[src/rtl/fp4_mac_pkg.sv]
// Shared types and constants for the FP4 x INT8 MAC array.
// FSM state encoding, FP4 (E3M0) field positions and product width.
package fp4_mac_pkg;

   typedef enum logic [1:0] {
      IDLE       = 2'd0,
      ACCUM      = 2'd1,
      FLUSH_WAIT = 2'd2
   } state_t;

   localparam int FP4_SIGN_BIT = 3;
   localparam int FP4_EXP_MSB  = 2;
   localparam int FP4_EXP_LSB  = 0;
   localparam int FP4_EXP_W    = FP4_EXP_MSB - FP4_EXP_LSB + 1;
   localparam int PROD_W       = 15;

endpackage

[src/rtl/fp4_i8_mul.sv]
// Combinational FP4 (E3M0) x signed INT8 multiplier producing a signed 15-bit product.
// Exponent 0 encodes zero regardless of sign; otherwise +/-(i8 <<< (e-1)).
module fp4_i8_mul
   import fp4_mac_pkg::*;
(
   input  logic        [3:0]        fp4,
   input  logic signed [7:0]        i8,
   output logic signed [PROD_W-1:0] prod
);

   logic        [FP4_EXP_W-1:0] e;
   logic signed [PROD_W-1:0]    mag;

   always_comb begin
      e    = fp4[FP4_EXP_MSB:FP4_EXP_LSB];
      mag  = '0;
      prod = '0;
      if (e != '0) begin
         // Largest magnitude is 128 << 6 = 8192, which fits the signed 15-bit range after negation.
         mag  = {{(PROD_W-8){i8[7]}}, i8} <<< (e - 3'd1);
         prod = fp4[FP4_SIGN_BIT] ? -mag : mag;
      end
   end

endmodule

[src/rtl/fp4_mac_array.sv]
// ROWS x COLS FP4-by-INT8 accumulator array with a row-major output drain queue.
// Define FP4_MAC_RELU_EN to clamp negative elements to zero at readout.
module fp4_mac_array
   import fp4_mac_pkg::*;
#(
   parameter int ROWS      = 4,
   parameter int COLS      = 2,
   parameter int ACC_W     = 24,
   parameter int OUT_SHIFT = 10
) (
   input  logic              clk,
   input  logic              reset,
   input  logic              in_valid,
   output logic              in_ready,
   input  logic              in_last,
   input  logic [ROWS*4-1:0] in_left,
   input  logic [COLS*8-1:0] in_top,
   output logic              out_valid,
   input  logic              out_ready,
   output logic [7:0]        out_data,
   output logic              out_last
);

   localparam int N     = ROWS * COLS;
   localparam int IDX_W = (N > 1) ? $clog2(N) : 1;

   state_t state, state_next;

   logic signed [PROD_W-1:0] prod     [N];
   logic signed [ACC_W-1:0]  acc      [N];
   logic signed [ACC_W-1:0]  acc_next [N];
   logic signed [ACC_W-1:0]  queue    [N];
   logic [IDX_W-1:0]         rd_idx;
   logic                     q_valid;

   logic accept;
   logic emptying;
   logic q_free;
   logic capture;

   function automatic logic [7:0] readout(input logic signed [ACC_W-1:0] v);
      logic signed [ACC_W-1:0] s;
      s = v >>> OUT_SHIFT;
`ifdef FP4_MAC_RELU_EN
      if (v[ACC_W-1]) s = '0;
`endif
      return s[7:0];
   endfunction

   for (genvar r = 0; r < ROWS; r++) begin : g_row
      for (genvar c = 0; c < COLS; c++) begin : g_col
         fp4_i8_mul u_mul (
            .fp4  (in_left[r*4 +: 4]),
            .i8   (in_top[c*8 +: 8]),
            .prod (prod[r*COLS + c])
         );
      end
   end

   assign accept   = in_valid & in_ready;
   assign emptying = out_valid & out_ready & out_last;
   assign q_free   = ~q_valid | emptying;
   // A finished tile moves to the queue as soon as the queue is free, either on its last beat or from FLUSH_WAIT.
   assign capture  = q_free & ((accept & in_last) | (state == FLUSH_WAIT));

   always_comb begin
      for (int i = 0; i < N; i++) begin
         acc_next[i] = acc[i];
         if (accept) begin
            acc_next[i] = acc[i] + {{(ACC_W-PROD_W){prod[i][PROD_W-1]}}, prod[i]};
         end
      end
   end

   always_ff @(posedge clk) begin
      for (int i = 0; i < N; i++) begin
         if (reset || capture) begin
            acc[i] <= '0;
         end else begin
            acc[i] <= acc_next[i];
         end
      end
   end

   always_ff @(posedge clk) begin
      if (reset) begin
         for (int i = 0; i < N; i++) queue[i] <= '0;
         rd_idx  <= '0;
         q_valid <= 1'b0;
      end else if (capture) begin
         for (int i = 0; i < N; i++) queue[i] <= acc_next[i];
         rd_idx  <= '0;
         q_valid <= 1'b1;
      end else if (out_valid && out_ready) begin
         if (out_last) begin
            rd_idx  <= '0;
            q_valid <= 1'b0;
         end else begin
            rd_idx <= rd_idx + IDX_W'(1);
         end
      end
   end

   assign out_valid = q_valid;
   assign out_last  = q_valid && (rd_idx == IDX_W'(N-1));
   assign out_data  = q_valid ? readout(queue[rd_idx]) : 8'h00;

   always_ff @(posedge clk) begin
      if (reset) begin
         state <= IDLE;
      end else begin
         state <= state_next;
      end
   end

   always_comb begin
      state_next = state;
      case (state)
         IDLE, ACCUM: begin
            if (accept) begin
               if (in_last) begin
                  state_next = capture ? IDLE : FLUSH_WAIT;
               end else begin
                  state_next = ACCUM;
               end
            end
         end
         FLUSH_WAIT: begin
            if (capture) state_next = IDLE;
         end
         default: state_next = IDLE;
      endcase
   end

   always_comb begin
      in_ready = (state != FLUSH_WAIT);
   end

endmodule

[config.mk]
export PLATFORM = sky130hd
export DESIGN_NAME = fp4_mac_array
export DESIGN_NICKNAME = d
export VERILOG_FILES = /design/src/rtl/fp4_mac_pkg.sv /design/src/rtl/fp4_i8_mul.sv /design/src/rtl/fp4_mac_array.sv
export SDC_FILE = /design/constraint.sdc
export NUM_CORES = 1
export LEC_CHECK = 0
export ABC_AREA = 1
export CAP_MARGIN = 20
export CORE_MARGIN = 2
export CORE_UTILIZATION = 47
export DETAILED_ROUTE_END_ITERATION = 10
export PLACE_DENSITY = 0.62
export SLEW_MARGIN = 5
export SYNTH_ARGS = -nofsm -noshare
export SYNTH_HDL_FRONTEND = slang
export SYNTH_HIERARCHICAL = 1
export SYNTH_SLANG_ARGS = --single-unit
[constraint.sdc]
create_clock -name clk -period 4.73 [get_ports clk]
set_input_delay 0.473 -clock clk [delete_from_list [all_inputs] [get_ports clk]]
set_output_delay 0.473 -clock clk [all_outputs]
set_load 0.05 [all_outputs]
==> results of run 1 <==
-- routing by layer --
layer  global-route usage [%]  up-vias  part of all wire, %
li1                         -    12923                    -
met1                    32.08    10711                   46
met2                    44.25      435                   46
met3                    3.835      114                  4.7
met4                    10.02        2                  4.1
met5                        0        -                0.015
-- cell type report --
cell class / count / share of cell area, %
multi-input combinational: 3203 / 63.19
sequential: 217 / 19.27
inverter: 458 / 6.790
timing repair buffer: 101 / 3.579
tap: 672 / 3.250
clock buffer: 34 / 3.032
clock inverter: 19 / 0.8608
antenna: 3 / 0.02902
-- placed cells by master (no fill, tap or decap), drive strengths merged --
| master | n |
|---|---|
| fa | 8 |
| nand3 | 483 |
| a31oi | 8 |
| o2111ai | 2 |
| nand2 | 1257 |
| xor2 | 26 |
| o22ai | 8 |
| a2111oi | 2 |
| a21oi | 228 |
| nor3 | 34 |
| buf | 54 |
| clkbuf | 34 |
| clkinv | 7 |
| nand4 | 16 |
| bufinv | 4 |
| dfxtp | 153 |
| o21ai | 238 |
| nor2 | 593 |
| and2 | 16 |
| a21o | 6 |
| clkdlybuf4s50 | 47 |
| or2 | 83 |
| xnor2 | 16 |
| edfxtp | 64 |
| o21a | 8 |
| a22oi | 1 |
| clkinvlp | 6 |
| a211oi | 1 |
| diode | 3 |
| inv | 460 |
| ha | 162 |
| a21boi | 7 |
-- per-stage QoR --
stage / setup slack, ns / cell area (µm²) / utilization, % / hold WS [ns]
6_report: 0.7004 / 25870 / 51.67 / 0.4592
5_1_grt: 0.4238 / 25870 / 51.67 / 0.4816
4_1_cts: 0.7655 / 25860 / 51.66 / 0.4631
3_3_place_gp: 0.2043 / 24860 / 49.65 / 0.4529
3_5_place_dp: 0.1629 / 24860 / 49.65 / 0.4555
2_1_floorplan: 1.276 / 23830 / - / 0.4281
-- kinds of logic after synthesis --
| group | after synthesis |
|---|---|
| flip-flops | 217 |
| XOR/XNOR | 42 |
| adder cells (fa/ha/maj) | 170 |
| AND/OR/NAND/NOR | 2482 |
| AO/OA/AOI/OAI | 509 |
| buffers and inverters | 568 |
-- path summary, 6_finish.rpt --
| check | slack [ns] | endpoint | cells after the start | startpoint |
|---|---|---|---|---|
| max | 0.70 | queue[1][15] | 22 | in_left[0] |
| max reg2reg | 2.24 | queue[4][12] | 7 | out_valid |
| min | 0.46 | state[1] | 1 | state[0] |
| min reg2reg | 0.46 | state[1] | 1 | state[0] |
-- critical path, delay by kind of cell --
kind	cells	cell delay, ns
buf+inv	3	0.93
compound gates	4	0.56
fa+ha+maj	3	0.89
simple gates	12	1.45
-- power breakdown --
group | leakage (nW) | total (mW) | switching [mW] | internal (mW)
combinational | 11.4 | 3.86 | 2.52 | 1.34
sequential | 1.94 | 2.23 | 0.113 | 2.12
clock | 0.477 | 2.34 | 0.939 | 1.40
==> results.sh, run 1 <==
export IMPL_path_clk_slew_ns=0.06
export IMPL_yosys_area_share_simple_pct=46.48
export IMPL_yosysTopAreaCell="nand2_1"
export IMPL_setup_viol=0
export IMPL_synth_area_mm2=0.02383
export IMPL_synth_edf_count=64
export IMPL_irDropWorstVdd_uv=282.7
export IMPL_worstMarginPinSlew_ns=0.9998
export IMPL_fin_crit_sh_pct=85.19
export IMPL_rows=82
export IMPL_syn_num_nets=4195
export IMPL_synthAdderAreaFrac_pct=9.180
export IMPL_post_dp_hpwl_um=51830
export IMPL_synth_xor_area_share_pct=1.544
export IMPL_p_leak_nw=13.78
export IMPL_worstPathRequired_ns=5.03
export IMPL_slew_violations=0
export IMPL_ctsResizeCount=0
export IMPL_multi_input_area_mm2=0.01635
export IMPL_core_region_area_mm2=0.05007
export IMPL_regArea_mm2=0.004985
export IMPL_start_util_pct=47.59
export IMPL_antenna_found_initial=4
export IMPL_ys_types=45
export IMPL_drt_pass1_iterations=7
export IMPL_synth_cells=3988
export IMPL_vias=24185
export IMPL_syn_to_final_growth_pct=8.591
export IMPL_slowest_delay_ns=0.67
export IMPL_crit_chain="clkdlybuf4s50_1 > inv_6 > ha_1 > inv_2 > nor2_1 > nand2_1 > ha_1 > nand3_1 > nor2_2 > nand3_2 > nand2_1 > a21oi_1 > nor2_1 > ha_1 > a21oi_1 > o21ai_0 > a21oi_1 > nand2_1 > nand2_1 > nand3_1 > nand2_1 > nor2_1"
export IMPL_die_h_um=229.2
export IMPL_io_pins=48
export IMPL_synth_top_cell_area_share_pct=17.83
export IMPL_status="finished, final reports clean"
export IMPL_powerDensity_mw_per_mm2=325.9
export IMPL_maxSlewHeadroom_pct=33.27
export IMPL_clock_sinks=217
export IMPL_end_kind="flop"
export IMPL_critPathKind="input port to flop"
export IMPL_finClkSkew_ns=0.01541
export IMPL_clock_root_buffer="clkbuf_16"
export IMPL_grt_usage_pct=25.64
export IMPL_grt_first_pass_wirelength_um=111300
export IMPL_nets=4217
export IMPL_htree_levels=1
export IMPL_synth_compound_area_share_pct=11.36
export IMPL_crit_slowest_cell="clkdlybuf4s50_1"
export IMPL_synth_yosys_seq_area_share_pct=20.92
export IMPL_cp_arrival_ns=4.33
export IMPL_route_detailed_drc=0
export IMPL_dp_cells=4651
export IMPL_cpMostUsedCell="nand2_1"
export IMPL_grt_overflow=0
export IMPL_synth_area_mux_share_pct=0
export IMPL_rsz0062_at_grt="no"
export IMPL_drive_gt1_share_pct=11.11
export IMPL_grt_max_degree=111
export IMPL_cts_tree="done"
export IMPL_synth_seq_cells=217
export IMPL_stdcell_count=4707
export IMPL_startpoint_type="input port"
export IMPL_drt_iter0_markers=1361
export IMPL_die_w_um=229.2
export IMPL_hold_class="flop to flop"
export IMPL_antenna_left=0
export IMPL_post_drt_wl_per_cell_um=14.29
export IMPL_cts_hold_buf=0
export IMPL_synth_most_common_cell="nand2_1"
export IMPL_ys_async_sr_fraction_pct=0
export IMPL_cts_made_buffers=29
export IMPL_setup_tns_ns=0
export IMPL_total_power_mw=8.432
export IMPL_grt_pass1_vias=22549
export IMPL_ys_top_cells_by_count="nand2_1, nor2_1, inv_1"
export IMPL_hold_violations=0
export IMPL_routed_wl_um=67280
export IMPL_drv_cap=0
export IMPL_io_buffers=47
export IMPL_post_cts_setup_buffers=0
export IMPL_synth_warnings=6
export IMPL_die_area_mm2=0.05251
export IMPL_synthTopCellsByArea="nand2_1, dfxtp_1, nor2_1, nand3_1, ha_1"
export IMPL_min_period_ns=4.030
export IMPL_synth_top_family_by_area="simple AND/OR/NAND/NOR gates"
export IMPL_nFillCells=5363
export IMPL_clockBufferDepth=3
export IMPL_max_freq_mhz=248.2
export IMPL_ys_flop_type="dfxtp_1"
export IMPL_clk_latency_ns=0.57
export IMPL_via_per_inst=5.138
export IMPL_gp_congestion=0.9210
export IMPL_synth_avg_cell_area_um2=5.974
export IMPL_path_max_fanout=10
Note: power is estimated with default switching activity, not from simulation.
==> inputs of run 2 (changes only) <==
--- a/config.mk
+++ b/config.mk
@@ -9,8 +9,10 @@
 export CAP_MARGIN = 20
 export CORE_MARGIN = 2
 export CORE_UTILIZATION = 47
+export CTS_CLUSTER_SIZE = 10
 export DETAILED_ROUTE_END_ITERATION = 10
-export PLACE_DENSITY = 0.62
+export PLACE_DENSITY = 0.64
+export SETUP_SLACK_MARGIN = 0.1
 export SLEW_MARGIN = 5
 export SYNTH_ARGS = -nofsm -noshare
 export SYNTH_HDL_FRONTEND = slang
==> constraint.sdc (replaced) <==
create_clock -name clk -period 3.61 [get_ports clk]
set_input_delay 0.361 -clock clk [delete_from_list [all_inputs] [get_ports clk]]
set_output_delay 0.361 -clock clk [all_outputs]
set_load 0.05 [all_outputs]
==> results.sh, run 2 (synthesis results as in run 1) <==
export IMPL_routed_wl_um=72730
export IMPL_cts_tree="done"
export IMPL_vias=26641
export IMPL_max_freq_mhz=299.6
export IMPL_worstMarginPinSlew_ns=0.6562
export IMPL_total_power_mw=13.03
export IMPL_slew_violations=0
export IMPL_nets=4811
export IMPL_final_cell_mix="nand2_1, buf_4, nor2_1"
export IMPL_placed_area_mm2=0.02927
export IMPL_drt_iter0_markers=1300
export IMPL_die_area_mm2=0.05251
export IMPL_htree_levels=1
export IMPL_end_kind="primary output"
export IMPL_io_pins=48
export IMPL_nFillCells=4761
export IMPL_stdcell_area_mm2=0.03209
export IMPL_gp_congestion=0.9188
export IMPL_status="finished, final reports clean"
export IMPL_path_max_fanout=18
export IMPL_hold_class="flop to flop"
export IMPL_drt_pass1_iterations=8
export IMPL_post_dp_hpwl_um=54960
export IMPL_layout_commonest_cell="nand2_1"
export IMPL_top_usage_layer="met2"
export IMPL_core_region_area_mm2=0.05007
export IMPL_drv_cap=0
export IMPL_stdcell_count=5299
export IMPL_worstPathRequired_ns=3.25
export IMPL_route_detailed_drc=0
export IMPL_rsz0062_at_grt="yes"
export IMPL_clock_sinks=217
export IMPL_clk_latency_ns=0.59
export IMPL_cts_hold_buf=0
export IMPL_start_util_pct=47.59
export IMPL_met3_usage_pct=3.038
export IMPL_path_clk_slew_ns=0.06
export IMPL_fin_crit_sh_pct=92.46
export IMPL_dp_cells=5206
export IMPL_antenna_found_initial=0
export IMPL_cp_arrival_ns=2.98
export IMPL_irDropWorstVdd_uv=386.7
export IMPL_grt_usage_pct=26.77
export IMPL_n_antenna_cell=0
export IMPL_post_drt_wl_per_cell_um=13.73
export IMPL_startpoint_type="flop"
export IMPL_rows=82
export IMPL_grt_overflow=0
export IMPL_clock_root_buffer="clkbuf_16"
export IMPL_clockBufferDepth=3
export IMPL_antenna_left=0
export IMPL_powerDensity_mw_per_mm2=406.1
export IMPL_setup_viol=0
export IMPL_grt_use_met1_pct=31.75
export IMPL_critPathKind="flop to primary output"
export IMPL_cts_made_buffers=29
export IMPL_grt_pass1_vias=25096
export IMPL_min_period_ns=3.338
export IMPL_syn_to_final_growth_pct=34.68
export IMPL_finClkSkew_ns=0.03446
export IMPL_via_per_inst=5.028
export IMPL_maxSlewHeadroom_pct=55.79
export IMPL_post_place_ws_ns=-0.6909
export IMPL_drive_gt1_share_pct=28.68
export IMPL_grt_first_pass_wirelength_um=117300
export IMPL_die_h_um=229.2
export IMPL_die_w_um=229.2
export IMPL_use_met2_pct=48.36
export IMPL_setup_ws_ns=0.2722
export IMPL_grt_max_degree=102
export IMPL_p_leak_nw=17.00
export IMPL_hold_violations=0
export IMPL_io_buffers=47
==> run 2: worst paths after layout <==
path / from / to / slack (ns) / cells past startpoint
setup reg to reg: rd_idx[0] / queue[3][15] / 1.21 / 9
setup / recovery: flop / out_data[6] / 0.27 / 7
hold reg to reg: state[0] / state[1] / 0.45 / 1
hold / removal: state[0] / state[1] / 0.45 / 1
==> run 2: routing by layer <==
layer / wire length, µm / part of all wire, %
met3: 2644 / 3.6
met5: 0 / 0
met2: 34870 / 48
met1: 31420 / 43
met4: 3804 / 5.2
==> run 2: where the power goes <==
group	leakage [nW]	internal (mW)	switching, mW	total, mW
Combinational	14.6	3.28	3.90	7.18
Sequential	1.94	2.77	0.169	2.94
Clock	0.451	1.75	1.15	2.91
==> run 2: repair_timing <==
item	4_1_cts	5_1_grt
setup buffers	1	35
pin swaps	2	121
gates resized for setup	11	371
gates cloned	0	3
setup endpoints to repair	21	138
==> run 2: worst max-delay path, stage by stage, from the launching register on <==
cell and delay, ns:
dfxtp_1 0.31, inv_1 0.41, buf_4 0.29, o21ai_0 0.09, o22ai_1 0.19, o21ai_0 0.10
a31oi_1 0.19, clkdlybuf4s50_1 0.83
==> run 2: final cells by class <==
class	count	area (µm²)	share of cell area (%)
multi-input cells	3203	17790	55.45
repair buffers	695	5734	17.87
flip-flops and latches	217	4985	15.53
inverters	458	1792	5.584
well taps	672	840.8	2.620
clock buffers	44	812.0	2.531
clock inverters	10	131.4	0.4094
==> run 2: metrics by stage <==
stage / util [%] / setup TNS (ns) / hold WS [ns]
2_1_floorplan: - / 0 / 0.4281
3_3_place_gp: 58.47 / -49.27 / 0.4436
3_5_place_dp: 58.47 / -53.30 / 0.4470
4_1_cts: 60.42 / 0 / 0.4551
5_1_grt: 64.09 / -0.008997 / 0.4804
6_report: 64.09 / 0 / 0.4528
